`src/rtl/mul_operand_sequencer_pkg.sv`:
```
// Shared definitions for the multiplier operand sequencer: FSM encoding,
// default data width and the minimum legal timeout for a given width.
package mul_operand_sequencer_pkg;

  // Sequencer states, 3-bit encoded.
  typedef enum logic [2:0] {
    S_IDLE  = 3'd0,
    S_START = 3'd1,
    S_LDA   = 3'd2,
    S_LDB   = 3'd3,
    S_WAIT  = 3'd4,
    S_CLR   = 3'd5,
    S_OUT   = 3'd6
  } seq_state_e;

  // Operand/product width of the repeated-addition multiplier.
  localparam int unsigned SEQ_WIDTH = 16;

  // Smallest timeout that still lets a full 2^width-iteration run finish:
  // 2^width additions plus the load/done overhead.
  function automatic longint unsigned timeout_min(input int unsigned width);
    return (64'd1 << width) + 64'd5;
  endfunction

endpackage

```
`src/rtl/mul_operand_sequencer_timeout_cntr.sv`:
```
// Saturating timeout counter. hit is registered and is high while the
// count equals LIMIT-1, so the consumer can act in that same cycle.
module seq_timeout_cntr #(
  parameter int TO_W  = 17,
  parameter int LIMIT = 70000
) (
  input  logic clk,
  input  logic rst_n,
  input  logic clr,
  input  logic en,
  output logic hit
);

  localparam logic [TO_W-1:0] LAST = TO_W'(LIMIT - 1);

  logic [TO_W-1:0] cnt_q;
  logic [TO_W-1:0] cnt_nxt;

  assign cnt_nxt = cnt_q + TO_W'(1);

  // Count WAIT cycles; stop at the limit so the counter never wraps.
  // NOTE: sequential state uses non-blocking assignments so every flop
  // samples pre-edge values regardless of process evaluation order.
  always_ff @(posedge clk or negedge rst_n) begin
    if (!rst_n) begin
      cnt_q <= '0;
      hit   <= 1'b0;
    end else if (clr) begin
      cnt_q <= '0;
      hit   <= (LAST == '0);
    end else if (en && !hit) begin
      cnt_q <= cnt_nxt;
      hit   <= (cnt_nxt == LAST);
    end
  end

endmodule

```
`src/rtl/mul_operand_sequencer.sv`:
```
// Operand sequencer in front of the repeated-addition multiplier: takes an
// operand pair, loads A then B onto the shared bus, waits for done with a
// timeout, clears the multiplier and hands the product downstream.
// TIMEOUT should be at least timeout_min(WIDTH) for full-range operands.
module mul_operand_sequencer
  import mul_operand_sequencer_pkg::*;
#(
  parameter int WIDTH   = SEQ_WIDTH,
  parameter int TO_W    = 17,
  parameter int TIMEOUT = 70000
) (
  input  logic             clk,
  input  logic             rst_n,
  input  logic             op_valid,
  output logic             op_ready,
  input  logic [WIDTH-1:0] op_a,
  input  logic [WIDTH-1:0] op_b,
  output logic             mul_start,
  output logic [WIDTH-1:0] mul_bus,
  output logic             mul_clr,
  input  logic             mul_done,
  input  logic [WIDTH-1:0] mul_product,
  output logic             res_valid,
  input  logic             res_ready,
  output logic [WIDTH-1:0] res_data,
  output logic             res_err
);

  seq_state_e       state_q, state_d;
  logic [WIDTH-1:0] a_q, b_q;
  logic             to_hit;
  logic             accept;
  logic             zero_op;

  assign accept  = (state_q == S_IDLE) && op_valid;
  assign zero_op = (op_a == '0) || (op_b == '0);

  seq_timeout_cntr #(
    .TO_W  (TO_W),
    .LIMIT (TIMEOUT)
  ) u_timeout (
    .clk   (clk),
    .rst_n (rst_n),
    .clr   (state_q == S_LDB),
    .en    (state_q == S_WAIT),
    .hit   (to_hit)
  );

  // State register.
  always_ff @(posedge clk or negedge rst_n) begin
    if (!rst_n) state_q <= S_IDLE;
    else        state_q <= state_d;
  end

  // Next-state decode.
  // NOTE: state_d gets a default before the case so no path leaves it
  // unassigned, which would otherwise infer a latch.
  always_comb begin
    state_d = state_q;
    unique case (state_q)
      S_IDLE:  if (op_valid) state_d = zero_op ? S_OUT : S_START;
      S_START: state_d = S_LDA;
      S_LDA:   state_d = S_LDB;
      S_LDB:   state_d = S_WAIT;
      S_WAIT:  if (mul_done || to_hit) state_d = S_CLR;
      S_CLR:   state_d = S_OUT;
      S_OUT:   if (res_ready) state_d = S_IDLE;
      default: state_d = S_IDLE;
    endcase
  end

  // Operand capture on accept; result capture on zero shortcut, done or timeout.
  // NOTE: the operand registers are reset too, because b_q drives mul_bus
  // and the bus must read 0 out of reset.
  always_ff @(posedge clk or negedge rst_n) begin
    if (!rst_n) begin
      a_q      <= '0;
      b_q      <= '0;
      res_data <= '0;
      res_err  <= 1'b0;
    end else begin
      if (accept) begin
        a_q <= op_a;
        b_q <= op_b;
        if (zero_op) begin
          res_data <= '0;
          res_err  <= 1'b0;
        end
      end
      if (state_q == S_WAIT) begin
        if (mul_done) begin
          res_data <= mul_product;
          res_err  <= 1'b0;
        end else if (to_hit) begin
          res_data <= '0;
          res_err  <= 1'b1;
        end
      end
    end
  end

  // Outputs decoded from state only; the bus parks on b_q outside the A load
  // so the multiplier never sees a stray value while idle.
  assign op_ready  = (state_q == S_IDLE);
  assign mul_start = (state_q == S_START);
  assign mul_clr   = (state_q == S_CLR);
  assign res_valid = (state_q == S_OUT);
  assign mul_bus   = ((state_q == S_START) || (state_q == S_LDA)) ? a_q : b_q;

endmodule

```
`config.mk`:
```
export PLATFORM = sky130hd
export DESIGN_NAME = mul_operand_sequencer
export DESIGN_NICKNAME = d
export VERILOG_FILES = /design/src/rtl/mul_operand_sequencer_pkg.sv /design/src/rtl/mul_operand_sequencer_timeout_cntr.sv /design/src/rtl/mul_operand_sequencer.sv
export SDC_FILE = /design/constraint.sdc
export NUM_CORES = 1
export LEC_CHECK = 0
export BUFFER_PORTS_ARGS = -buffer_cell sky130_fd_sc_hd__buf_4
export CAP_MARGIN = 20
export CORE_MARGIN = 8
export CORE_UTILIZATION = 53
export DETAILED_ROUTE_END_ITERATION = 8
export PLACE_DENSITY = 0.81
export SLEW_MARGIN = 10
export SYNTH_ARGS = -nofsm -noshare
export SYNTH_HDL_FRONTEND = slang
export SYNTH_SLANG_ARGS = --single-unit
```
`constraint.sdc`:
```
create_clock -name clk -period 2.8 [get_ports clk]
set_input_delay 0.84 -clock clk [delete_from_list [all_inputs] [get_ports clk]]
set_output_delay 0.84 -clock clk [all_outputs]
set_load 0.02 [all_outputs]
```
==> run summary <==
status - completed
Primary FF master, synth - dfrtp_1
delay of the slowest critical-path stage - 0.43 ns
critical path class - register to output port
critical path capture point type - output port
Cell Chain, Critical Path - nand2b_1 > a21oi_2 > buf_6 > mux2_2 > buf_4
Setup TNS - 0 ns
Seq/Total Area, Yosys - 50.6%
critical path buffer and inverter count - 2
met2 usage - 29.2%
ys async rst share - 100%
GRT met3 Usage - 6.83%
Cell Pwr Density - 1100 mW/mm^2
CTS tree - built
IO buf count - 89
Num CTS Buffers - 9
share of cells above drive strength 1 - 43.2%
first-pass GRT wire length - 14400 um
post-route ant nets - 0
Hold Path Depth - 1
Post-Syn Nets - 363
GRT Util Overall - 18.7%
Pins Over Slew Limit - 0
Synth top area share - 50.6%
LEAKAGE - 2.01 nW
Starting Density - 54.5%
vias in the first global route - 2819
worst skew pair latency - 0.35 ns
Hold Startpoint - res_data[6]
relative slew slack - 24.2%
crit path time final - 2.72 ns
# DRC - 0
DP HPWL - 6300 um
post-route cell area - 0.00441 sq mm
most frequent cells in the layout - buf_4, dfrtp_1, mux2_2, o21ai_0
Clock Power Share - 16.3%
Synth area leader - dfrtp_1
initial antenna violation count - 0
met1 capacity usage during global routing - 24.0%
GRT overflow - 0
Syn Std Cell Area - 0.00346 sq mm
Final #Nets - 456
routability cong. - 0.880
Final Setup Violations - 0
worst-path maximum fanout - 8
Chip Height - 96.8 um
hold-fix buffers at CTS - 0
global routing's busiest layer - met2
Critical R2R Capture - u_timeout.hit
largest net degree at the start of global routing - 71
clock transition at the registers of the reported paths - 0.07 ns
logic gate share of total power - 49.4%
CTS max path bufs - 2
CTS Sinks - 70
Hold WC Path Type - register to register
sequential share of power - 34.3%
Diodes inserted - 0
Max IR drop VDD - 0.00103 V
Post-synth EDFFs - 0
WL final - 8840 um
final hold vios - 0
R2R cell count - 6
NetSw - 0.00185 W
CP top delay family - flip-flops
Cell Int Power - 0.00298 W
die area - 0.00938 sq mm
Synth Register Bits - 70
worst r2r src - u_timeout.cnt_q[0]
yosys warns - 0
Initial DRT Pass Iterations - 4
Cell variety after synth - 46
Ports - 90
via count - 2811
Mapped Cells - 308
Critical Path AT - 1.88 ns
Max Fclk - 0.368 GHz
Sw Ratio - 38.3%
WHS Endpoint - res_data[6]
drt first-iter violations - 159
Rows - 29
Post-DP Area - 0.00417 sq mm
WP data required - 1.96 ns
Slowest cell on crit path - dfrtp_2
WHS - 0.502 ns
vias per inst - 5.83
crit share post-route - 97.1%
Max Clock Skew - 0.0101 ns
Worst-Margin Slew - 1.14 ns
Die Wd - 96.8 um
Avg WL per Cell - 18.3 um
Area Growth Syn to Fin - 27.4%
RSZ-0062 raised after global routing - false
most common cell after layout, fill and taps aside - buf_4
Root Buffer Master - clkbuf_8
CORE AREA - 0.00635 sq mm
mean area per synthesized cell - 11.2 sq um
largest cells by area after synthesis - dfrtp_1, mux2_2, a22o_1, o21ai_0, nor4_1
R2R setup slack - 0.53 ns
CTS H-Tree Depth - 3
number of max-cap violations - 0
CP Launch Type - register
## through the flow
| step | cells | worst slack (ns) | util [%] | total power [W] |
|---|---|---|---|---|
| after detailed placement | 462 | 0.293 | 65.7 | 0.00399 |
| after global placement | 462 | 0.302 | 65.7 | 0.00391 |
| after CTS | 480 | 0.0193 | 69.3 | 0.00486 |
| after floorplan | 308 | 0.176 | - | 0.00316 |
| after global routing | 482 | 0.00521 | 69.5 | 0.00513 |
| final | 482 | 0.0824 | 69.5 | 0.00483 |
## power groups by stage
| stage | registers [W] | clock network [W] | logic, W |
|---|---|---|---|
| after floorplan | 0.00172 | 0 | 0.00144 |
| after global placement | 0.00166 | 0 | 0.00225 |
| after detailed placement | 0.00169 | 0 | 0.00230 |
| after CTS | 0.00166 | 0.000813 | 0.00238 |
| after global routing | 0.00171 | 0.000858 | 0.00257 |
| final | 0.00166 | 0.000788 | 0.00239 |
## worst max-delay path by stage
stage          startpoint  cells after the start           end  slack, ns
3_3_place_gp   state_q[0]                      5    mul_bus[1]       0.30
3_5_place_dp     op_a[10]                      6  res_data[12]       0.29
5_1_grt        state_q[1]                      6   mul_bus[12]      0.005
4_1_cts        state_q[1]                      6    mul_bus[6]       0.02
6_report       state_q[0]                      5    mul_bus[6]       0.08
2_1_floorplan  state_q[1]                      6   mul_bus[10]       0.18
## Yosys cell counts (all sizes together), types with 2 or more instances
library cell  number
dfrtp             70
mux2              49
o21ai             26
a22o              16
nand2             16
nor2              14
nor4              14
a21oi             13
buf               10
nand4              9
clkbuf             8
nor3               6
and2               5
and3               5
inv                5
nand3              5
xor2               4
nand2b             3
a211oi             2
a31oi              2
ha                 2
nor2b              2
o31ai              2
or2                2
xnor2              2
## state kept, by name, indices dropped and copies added, names as in the netlist
signal,flops
state_q,3
b_q,16
a_q,16
res_data,16
u_timeout.hit,1
u_timeout.cnt_q,17
res_err,1
## metal layers
metal	part of all wire, %	vias up
li1	-	1338
met1	45	1359
met2	48	100
met3	5.9	14
met4	1.3	0
met5	0	-
## cell families (layout without fill, tap and decap cells)
kind of cell / after synthesis / after routing / synth area share, %
DFF: 70 / 70 / 50.6
adders and majority gates: 2 / 2 / 0.722
muxes: 50 / 50 / 16.2
buffers and inverters: 23 / 120 / 3.40
xor gates and xnor gates: 6 / 6 / 1.52
AOI/OAI and AO/OA: 72 / 72 / 14.1
and+or+nand+nor: 85 / 85 / 13.5
## area by class of cell
cell class	count	area, sq um
Clock inverter	6	63.8
Clock buffer	9	124
Tap cell	77	96.3
Multi-Input combinational cell	215	1600
Timing Repair Buffer	100	758
Inverter	5	18.8
Fill cell	469	1940
Sequential cell	70	1750
## repair_timing
action | in CTS | in global routing
cloned | 1 | 0
buffers inserted | 2 | 2
resized for setup | 6 | 0
pin swaps | 1 | 1
endpoints found under the setup margin | 16 | 16
No activity file was read; power rests on OpenSTA's default activity.
